===== config.mk =====
export PLATFORM = sky130hd
export DESIGN_NAME = mod_exp_ctrl_flat
export DESIGN_NICKNAME = d
export VERILOG_FILES = /design/src/rtl/mod_exp_ctrl_if.sv /design/src/rtl/mod_exp_ctrl.sv /design/src/flat_wrapper.sv
export SDC_FILE = /design/constraint.sdc
export NUM_CORES = 2
export LEC_CHECK = 0
export ABC_AREA = 1
export CAP_MARGIN = 5
export CORE_MARGIN = 2
export CORE_UTILIZATION = 40
export CTS_CLUSTER_DIAMETER = 60
export CTS_CLUSTER_SIZE = 28
export DETAILED_ROUTE_END_ITERATION = 8
export GPL_TIMING_DRIVEN = 0
export PLACE_DENSITY_LB_ADDON = 0.05
export SLEW_MARGIN = 20
export SYNTH_ARGS = -nofsm -noshare
export SYNTH_HDL_FRONTEND = slang
export SYNTH_SLANG_ARGS = --single-unit

===== constraint.sdc =====
create_clock -name clock -period 6.5 [get_ports clock]
set_input_delay 1.3 -clock clock [delete_from_list [all_inputs] [get_ports clock]]
set_output_delay 1.3 -clock clock [all_outputs]
set_load 0.005 [all_outputs]

===== src/rtl/mod_exp_ctrl_if.sv =====
// Bundle of the command/status side and the modulo-unit side of mod_exp_ctrl.
// The controller uses the slave view; whoever issues requests and models the
// modulo unit uses the master view.
interface mod_exp_ctrl_if #(
  parameter int WIDTH = 32
);
  // command / status
  logic             start;
  logic [WIDTH-1:0] base_in;
  logic [WIDTH-1:0] exp_in;
  logic [WIDTH-1:0] mod_in;
  logic             busy;
  logic             done;
  logic             err;
  logic [WIDTH-1:0] result;

  // modulo unit request / response
  logic             mod_ena;
  logic [WIDTH-1:0] mod_a;
  logic [WIDTH-1:0] mod_b;
  logic             mod_write;
  logic [WIDTH-1:0] mod_res;

  modport master (
    output start, base_in, exp_in, mod_in, mod_write, mod_res,
    input  busy, done, err, result, mod_ena, mod_a, mod_b
  );

  modport slave (
    input  start, base_in, exp_in, mod_in, mod_write, mod_res,
    output busy, done, err, result, mod_ena, mod_a, mod_b
  );
endinterface


===== src/rtl/mod_exp_ctrl.sv =====
// Modular exponentiation sequencer: result = base^exp mod n using right-to-left
// square-and-multiply. Every reduction is delegated to an external sequential
// modulo unit; this block only forms products and sequences the requests.
module mod_exp_ctrl #(
  parameter int WIDTH = 32
) (
  input logic           clock,
  input logic           reset,
  mod_exp_ctrl_if.slave bus
);

  localparam int HALF = WIDTH / 2;
  localparam logic [WIDTH-1:0] ONE = {{(WIDTH-1){1'b0}}, 1'b1};

  localparam logic [2:0] ST_IDLE   = 3'd0;
  localparam logic [2:0] ST_LOAD   = 3'd1;
  localparam logic [2:0] ST_ISSUE  = 3'd2;
  localparam logic [2:0] ST_WAIT   = 3'd3;
  localparam logic [2:0] ST_STEP   = 3'd4;
  localparam logic [2:0] ST_FINISH = 3'd5;
  localparam logic [2:0] ST_FAIL   = 3'd6;

  localparam logic [1:0] OP_BASE = 2'd0;
  localparam logic [1:0] OP_MUL  = 2'd1;
  localparam logic [1:0] OP_SQR  = 2'd2;

  logic [2:0]       state_reg,   state_next;
  logic [1:0]       op_reg,      op_next;
  logic [WIDTH-1:0] b_reg,       b_next;
  logic [WIDTH-1:0] e_reg,       e_next;
  logic [WIDTH-1:0] n_reg,       n_next;
  logic [WIDTH-1:0] acc_reg,     acc_next;
  logic [WIDTH-1:0] result_reg,  result_next;
  logic [WIDTH-1:0] mod_a_reg,   mod_a_next;
  logic             busy_reg,    busy_next;
  logic             done_reg,    done_next;
  logic             err_reg,     err_next;
  logic             mod_ena_reg, mod_ena_next;

  // Operands are already reduced below n < 2^(WIDTH/2), so these products
  // never overflow WIDTH bits.
  logic [WIDTH-1:0] prod_ab;
  logic [WIDTH-1:0] prod_bb;
  logic [WIDTH-1:0] e_shift;
  logic             n_too_big;

  assign prod_ab   = acc_reg * b_reg;
  assign prod_bb   = b_reg * b_reg;
  assign e_shift   = e_reg >> 1;
  assign n_too_big = |n_reg[WIDTH-1:HALF];

  assign bus.busy    = busy_reg;
  assign bus.done    = done_reg;
  assign bus.err     = err_reg;
  assign bus.result  = result_reg;
  assign bus.mod_ena = mod_ena_reg;
  assign bus.mod_a   = mod_a_reg;
  assign bus.mod_b   = n_reg;

  // Next-state and datapath decisions for the sequencer.
  always_comb begin
    state_next   = state_reg;
    op_next      = op_reg;
    b_next       = b_reg;
    e_next       = e_reg;
    n_next       = n_reg;
    acc_next     = acc_reg;
    result_next  = result_reg;
    mod_a_next   = mod_a_reg;
    busy_next    = busy_reg;
    done_next    = 1'b0;
    err_next     = 1'b0;
    mod_ena_next = 1'b0;

    case (state_reg)
      ST_IDLE: begin
        // A start coinciding with the done/err pulse is not a new request.
        if (bus.start && !done_reg && !err_reg) begin
          b_next     = bus.base_in;
          e_next     = bus.exp_in;
          n_next     = bus.mod_in;
          busy_next  = 1'b1;
          state_next = ST_LOAD;
        end
      end

      ST_LOAD: begin
        if (n_reg == '0 || n_too_big) begin
          state_next = ST_FAIL;
        end else if (n_reg == ONE) begin
          acc_next   = '0;
          state_next = ST_FINISH;
        end else if (e_reg == '0) begin
          acc_next   = ONE;
          state_next = ST_FINISH;
        end else begin
          // Reduce the raw base first; everything after works on residues.
          acc_next     = ONE;
          op_next      = OP_BASE;
          mod_a_next   = b_reg;
          mod_ena_next = 1'b1;
          state_next   = ST_ISSUE;
        end
      end

      ST_ISSUE: begin
        state_next = ST_WAIT;
      end

      ST_WAIT: begin
        if (bus.mod_write) begin
          if (op_reg == OP_MUL) begin
            acc_next = bus.mod_res;
          end else begin
            b_next = bus.mod_res;
          end
          state_next = ST_STEP;
        end
      end

      ST_STEP: begin
        if (op_reg != OP_MUL) begin
          if (e_reg == '0) begin
            state_next = ST_FINISH;
          end else if (e_reg[0]) begin
            op_next      = OP_MUL;
            mod_a_next   = prod_ab;
            mod_ena_next = 1'b1;
            state_next   = ST_ISSUE;
          end else begin
            e_next       = e_shift;
            op_next      = OP_SQR;
            mod_a_next   = prod_bb;
            mod_ena_next = 1'b1;
            state_next   = ST_ISSUE;
          end
        end else begin
          // Consume the bit just multiplied in; skip the useless last square.
          e_next = e_shift;
          if (e_shift == '0) begin
            state_next = ST_FINISH;
          end else begin
            op_next      = OP_SQR;
            mod_a_next   = prod_bb;
            mod_ena_next = 1'b1;
            state_next   = ST_ISSUE;
          end
        end
      end

      ST_FINISH: begin
        result_next = acc_reg;
        done_next   = 1'b1;
        busy_next   = 1'b0;
        state_next  = ST_IDLE;
      end

      ST_FAIL: begin
        err_next   = 1'b1;
        busy_next  = 1'b0;
        state_next = ST_IDLE;
      end

      default: begin
        busy_next  = 1'b0;
        state_next = ST_IDLE;
      end
    endcase
  end

  // State and output registers with synchronous active-low reset.
  always_ff @(posedge clock) begin
    if (!reset) begin
      state_reg   <= ST_IDLE;
      op_reg      <= OP_BASE;
      b_reg       <= '0;
      e_reg       <= '0;
      n_reg       <= '0;
      acc_reg     <= '0;
      result_reg  <= '0;
      mod_a_reg   <= '0;
      busy_reg    <= 1'b0;
      done_reg    <= 1'b0;
      err_reg     <= 1'b0;
      mod_ena_reg <= 1'b0;
    end else begin
      state_reg   <= state_next;
      op_reg      <= op_next;
      b_reg       <= b_next;
      e_reg       <= e_next;
      n_reg       <= n_next;
      acc_reg     <= acc_next;
      result_reg  <= result_next;
      mod_a_reg   <= mod_a_next;
      busy_reg    <= busy_next;
      done_reg    <= done_next;
      err_reg     <= err_next;
      mod_ena_reg <= mod_ena_next;
    end
  end

endmodule


===== src/flat_wrapper.sv =====
// flat-port wrapper written by rule: the top's interface ports become plain ports
module mod_exp_ctrl_flat 
#(
  parameter int WIDTH = 32
)
  (clock, reset, bus_start, bus_base_in, bus_exp_in, bus_mod_in, bus_mod_write, bus_mod_res, bus_busy, bus_done, bus_err, bus_result, bus_mod_ena, bus_mod_a, bus_mod_b);
  mod_exp_ctrl_if #(.WIDTH(WIDTH)) bus_i ();
  input logic clock;
  input logic reset;
  input wire logic [$bits(bus_i.start)-1:0] bus_start;
  input wire logic [$bits(bus_i.base_in)-1:0] bus_base_in;
  input wire logic [$bits(bus_i.exp_in)-1:0] bus_exp_in;
  input wire logic [$bits(bus_i.mod_in)-1:0] bus_mod_in;
  input wire logic [$bits(bus_i.mod_write)-1:0] bus_mod_write;
  input wire logic [$bits(bus_i.mod_res)-1:0] bus_mod_res;
  output wire logic [$bits(bus_i.busy)-1:0] bus_busy;
  output wire logic [$bits(bus_i.done)-1:0] bus_done;
  output wire logic [$bits(bus_i.err)-1:0] bus_err;
  output wire logic [$bits(bus_i.result)-1:0] bus_result;
  output wire logic [$bits(bus_i.mod_ena)-1:0] bus_mod_ena;
  output wire logic [$bits(bus_i.mod_a)-1:0] bus_mod_a;
  output wire logic [$bits(bus_i.mod_b)-1:0] bus_mod_b;
  assign bus_i.start = bus_start;
  assign bus_i.base_in = bus_base_in;
  assign bus_i.exp_in = bus_exp_in;
  assign bus_i.mod_in = bus_mod_in;
  assign bus_i.mod_write = bus_mod_write;
  assign bus_i.mod_res = bus_mod_res;
  assign bus_busy = bus_i.busy;
  assign bus_done = bus_i.done;
  assign bus_err = bus_i.err;
  assign bus_result = bus_i.result;
  assign bus_mod_ena = bus_i.mod_ena;
  assign bus_mod_a = bus_i.mod_a;
  assign bus_mod_b = bus_i.mod_b;
  mod_exp_ctrl #(.WIDTH(WIDTH)) u_core (.clock(clock), .reset(reset), .bus(bus_i));
endmodule

-- Word-level counts from Yosys, hierarchy flattened
Cells that the tools add are included.
Widths: inputs -> output; s select.
- bits in registers: 201
- output and inout port bits: 100
- logic and storage cells: 106
- multiply operators: 2
- equal/unequal tests: 19
- mux-type cells: 48
- bitwise logic cells: 1
- reduce and logical (&&, ||, !) cells: 23
- operators by type and width (operator ; number):
    $mux 32 ; 17
    $pmux 32 s2 ; 4
    $logic_not 32->1 ; 3
    $mul 32x32->32 ; 2
    $eq 32x1->1 const B ; 1
    $mux 3 ; 7
    $reduce_or 16->1 ; 1
    $pmux 3 s5 ; 1
    $mux 2 ; 7
    $reduce_and 4->1 ; 3
    $ne 2x2->1 const B ; 5
    $eq 3x3->1 const B ; 3
    $mux 1 ; 9
    $reduce_bool 2->1 ; 4
    $eq 3x2->1 const B ; 2
    $ne 2x1->1 const B ; 3
    $ne 3x3->1 const B ; 2
    $reduce_and 2->1 ; 3
    $reduce_and 6->1 ; 1
    $pmux 1 s2 ; 2
    $pmux 2 s2 ; 1
    $reduce_or 4->1 ; 1
    $eq 3x1->1 const B ; 1
    $logic_not 3->1 ; 1
    other kinds (7) ; 9

-- Depth between registers and ports, before layout
- depth after elaboration: 5
- mapped depth: 41
- depth with buffers taken out: 38

-- Least setup slack after synthesis
OpenSTA, ideal clock, no wires.
- path type: flip-flop to flip-flop
- from: register u_core.b_reg[2]
- to: register u_core.mod_a_reg[28], in the netlist u_core.bus.mod_a[28]
- arrival: 6.827 ns
- setup slack: -0.436 ns
- cell stages (with the launch flop): 34
- buffers on the path: 3
- cell sequence: dfxtp_1 > buf_2 > buf_1 > buf_1 > nand2_1 > fa_1 > inv_1 > fa_1 > inv_1 > fa_1 > fa_1 > inv_1 > fa_1 > inv_1 > fa_1 > inv_1 > fa_1 > fa_1 > ha_1 > nand2_1 > inv_1 > nand2_1 > nor3_2 > nand4_1 > nand3_1 > nand2_1 > nand2_1 > inv_1 > o21bai_1 > a21oi_1 > o21ai_0 > nand3_1 > nand2_1 > inv_1
- word-level cells in the longest chain between the ends: 5
- elaborated cells between the ends (all ways): 7
- classes of those cells: 2 x mul; 5 x mux
- ends and longest elaborated chain (what ; RTL line ; RTL):
    start, declared ; mod_exp_ctrl.sv:29 ; logic [WIDTH-1:0] b_reg, b_next;
    start signal, assigned ; mod_exp_ctrl.sv:189 ; b_reg <= b_next;
    $mul 32x32->32 (on tied branches) ; mod_exp_ctrl.sv:48, mod_exp_ctrl.sv:47 ;
    $mux 32 ; mod_exp_ctrl.sv:125 ; end else if (e_reg[0]) begin
    $mux 32 ; mod_exp_ctrl.sv:123 ; if (e_reg == '0) begin
    $mux 32 (*) ; mod_exp_ctrl.sv:122 ; if (op_reg != OP_MUL) begin
    $pmux 32 s2 (*) ; mod_exp_ctrl.sv:75 ; case (state_reg)
    end signal, assigned ; mod_exp_ctrl.sv:194 ; mod_a_reg <= mod_a_next;
    end, declared ; mod_exp_ctrl.sv:34 ; logic [WIDTH-1:0] mod_a_reg, mod_a_next;
Every way passes the cells marked *; elsewhere a longest branch is shown, timed or not. The select of a mux whose other input is x is not followed.
A chain may end at the register's enable or synchronous reset.

-- Final worst setup path
- from: register u_core.b_reg[4]
- to: register u_core.mod_a_reg[22], in the netlist u_core.bus.mod_a[22]
Same word-level chain as after synthesis.

==> impl_results.md <==
* Status: finished, violations left
* Failing checks: negative setup slack
* Post-route ant nets at 0
* Post-Layout Inst Area at 48300 sq um
* Final Max Tran Viols at 0
* Cell mode on critical path: fa_1
* CP Max Fanout at 6
* Post-synth top area cell: fa_1
* Synth Instances at 5227
* Netlist cell types at 58
* Pwr dens at 597 nW/um^2
* Final Total Pwr at 28.9 mW
* Chip width at 318 microns
* Worst slew pin tran at 1.20 ns
* Final worst-path cycle share at 1.11
* H-tree Lvls at 1
* Final min period at 7.22 ns
* Sequential Power Share at 0.067
* Worst Path Arrival at 7.60 ns
* Leak Pwr at 26.8 nW
* Root Driver: clkbuf_16
* Avg Synthesized Cell Area at 7.56 sq um
* Prevailing post-synth register cell: dfxtp_1
* Post-Syn Area at 39500 sq um
* WL per Instance at 24.3 microns
* Max Cap Viol at 0
* Nets at 6766
* Slowest library cell on the worst path: fa_1
* Hold slack at 0.450 ns
* All-Layer GR Usage at 0.331
* Synth Register Bits at 201
* Multi-input logic area at 30700 sq um
* Crit end category: flip-flop
* Layout fillers at 9934
* Final core occ at 0.492
* Hold Buf Count CTS at 0
* Starting Density at 0.403
* Commonest non-fill, non-tap cells in the layout: inv_1, nand2_1, fa_1
* Max IR drop VDD at 1.13 mV
* CP startpoint kind: flip-flop
* First-pass GRT wire length at 244 mm
* Async SR Flop Fraction at 0
* Drt pass-1 iters at 5
* CTS Buf Count at 13
* Final hold violations at 0
* # IOs at 232
* Die Ht at 318 microns
* Slew Limit Headroom at 0.198
* Clock Latency Late Sink at 0.50 ns
* Worst path required time at 6.88 ns
* Switch Pwr at 16.4 mW
* Max incr delay on CP at 0.55 ns
* Kind of critical path: flip-flop to flip-flop
* Drt drc at 0
* Largest net degree at the start of global routing at 29
* Peak Freq at 139 MHz
* Worst Hold Class: flip-flop to flip-flop
* Setup Skew at 0.0287 ns
* GR Overflow Total at 0
* Area contributors post-synth: fa_1, inv_1, nand2_1
* Final WS setup at -0.716 ns
* CTS tree: done
* Synthesis-to-layout area growth at 22.2%
* CTS clk-pin slew, worst paths at 0.10 ns
* Vias in the first global route at 35893
* Initial antenna violation count at 6
* Final wirelength at 168 mm
* Detailed-route via count at 35266
* Row count at 115
* Port bufs at 230
* Top-area cell type share of the netlist area at 0.391
* Final setup fails at 18
* GPL Wtd Cong at 0.972
* Post-synth EDFFs at 0
* Logic pwr share at 0.901
* Core area at 98100 sq um
* DP HPWL at 135 mm
* Vias per std cell at 5.11
* Sum of negative setup slack at -8.50 ns
* Clock tree buffer depth at 3
* Clock power frac at 0.031
* Die Area at 101000 sq um
* Sw Ratio at 0.568
* Unrepaired setup endpoints after global routing: true
* Pint at 12.5 mW
* Synth warn at 0
* FF/Latch Area at 4090 sq um
* Layout cell share with drive strength beyond 1 at 0.135
* Num Clock Sinks at 201
* First DRT Iteration DRCs at 3139
* Placement Cell Area at 43700 sq um
* Commonest non-fill, non-tap cell in the layout: inv_1
* Syn Nets at 6386
* Post-synthesis sequential area ratio at 0.102
synth_stat cells, drive strengths merged (47+ instances only):
library cell / n
clkbuf: 151
o21ai: 229
a21oi: 199
nand3: 142
a31oi: 67
or2: 47
dfxtp: 201
nor2: 154
nand2: 1297
fa: 772
ha: 255
buf: 112
inv: 1441
final timing paths:
path | from | end | slack, ns | depth (start not counted)
worst min-delay path | u_core.bus.result[14] | u_core.bus.result[14] | 0.45 | 2
worst min register to register | u_core.bus.result[14] | u_core.bus.result[14] | 0.45 | 2
worst max register to register | u_core.b_reg[4] | u_core.bus.mod_a[22] | -0.72 | 28
worst max-delay path | u_core.b_reg[4] | u_core.bus.mod_a[22] | -0.72 | 28
area by class of cell:
cell class / count / area share
flip-flops and latches: 201 / 0.0847
multi-input cells: 3322 / 0.636
clock buffers: 14 / 0.00681
clock inverters: 7 / 0.00192
well taps: 1287 / 0.0333
inverters: 1441 / 0.112
repair buffers: 378 / 0.0756
plain buffers: 250 / 0.0491
diodes: 1 / 0.0000518
power groups by stage:
stage | sequential [mW] | combinational (mW) | clock, mW
after floorplan | 1.80 | 12.5 | 0
after global placement | 1.97 | 18.9 | 0
after detailed placement | 1.96 | 18.9 | 0
after CTS | 1.92 | 23.5 | 0.927
after global routing | 1.97 | 28.3 | 0.959
final | 1.94 | 26.0 | 0.908
logic make-up after synthesis:
family | synth area share
adder cells (fa/ha/maj) | 0.472
flip-flops | 0.102
buffers and inverters | 0.165
AND/OR/NAND/NOR | 0.174
XOR/XNOR | 0.00931
AO/OA/AOI/OAI | 0.0785
worst max-delay path: cells and delay by family, from the launching register on:
| family | cells | cell delay [ns] |
|---|---|---|
| buf+inv | 8 | 0.99 |
| flops | 1 | 0.37 |
| compound gates | 4 | 0.61 |
| fa+ha+maj | 9 | 4.02 |
| simple gates | 7 | 1.08 |
layer usage:
layer,vias up,share of wire,global-route usage
met2,1521,0.45,0.534
li1,15987,-,-
met1,17500,0.42,0.450
met5,-,0,0
met3,258,0.084,0.0537
met4,0,0.047,0.120
metrics by stage:
step / worst slack (ns) / cells
2_1_floorplan: -0.00418 / 5227
3_3_place_gp: -2.83 / 6744
3_5_place_dp: -2.78 / 6745
4_1_cts: -0.715 / 6860
5_1_grt: -0.819 / 6900
6_report: -0.716 / 6901
repair_timing:
item	in CTS	in global routing
setup buffers	100	46
pin swaps	120	108
gates cloned	1	0
hold endpoints to repair	0	0
resized for setup	676	232
setup endpoints to repair	24	22
Note: power is estimated with default switching activity, not from simulation.
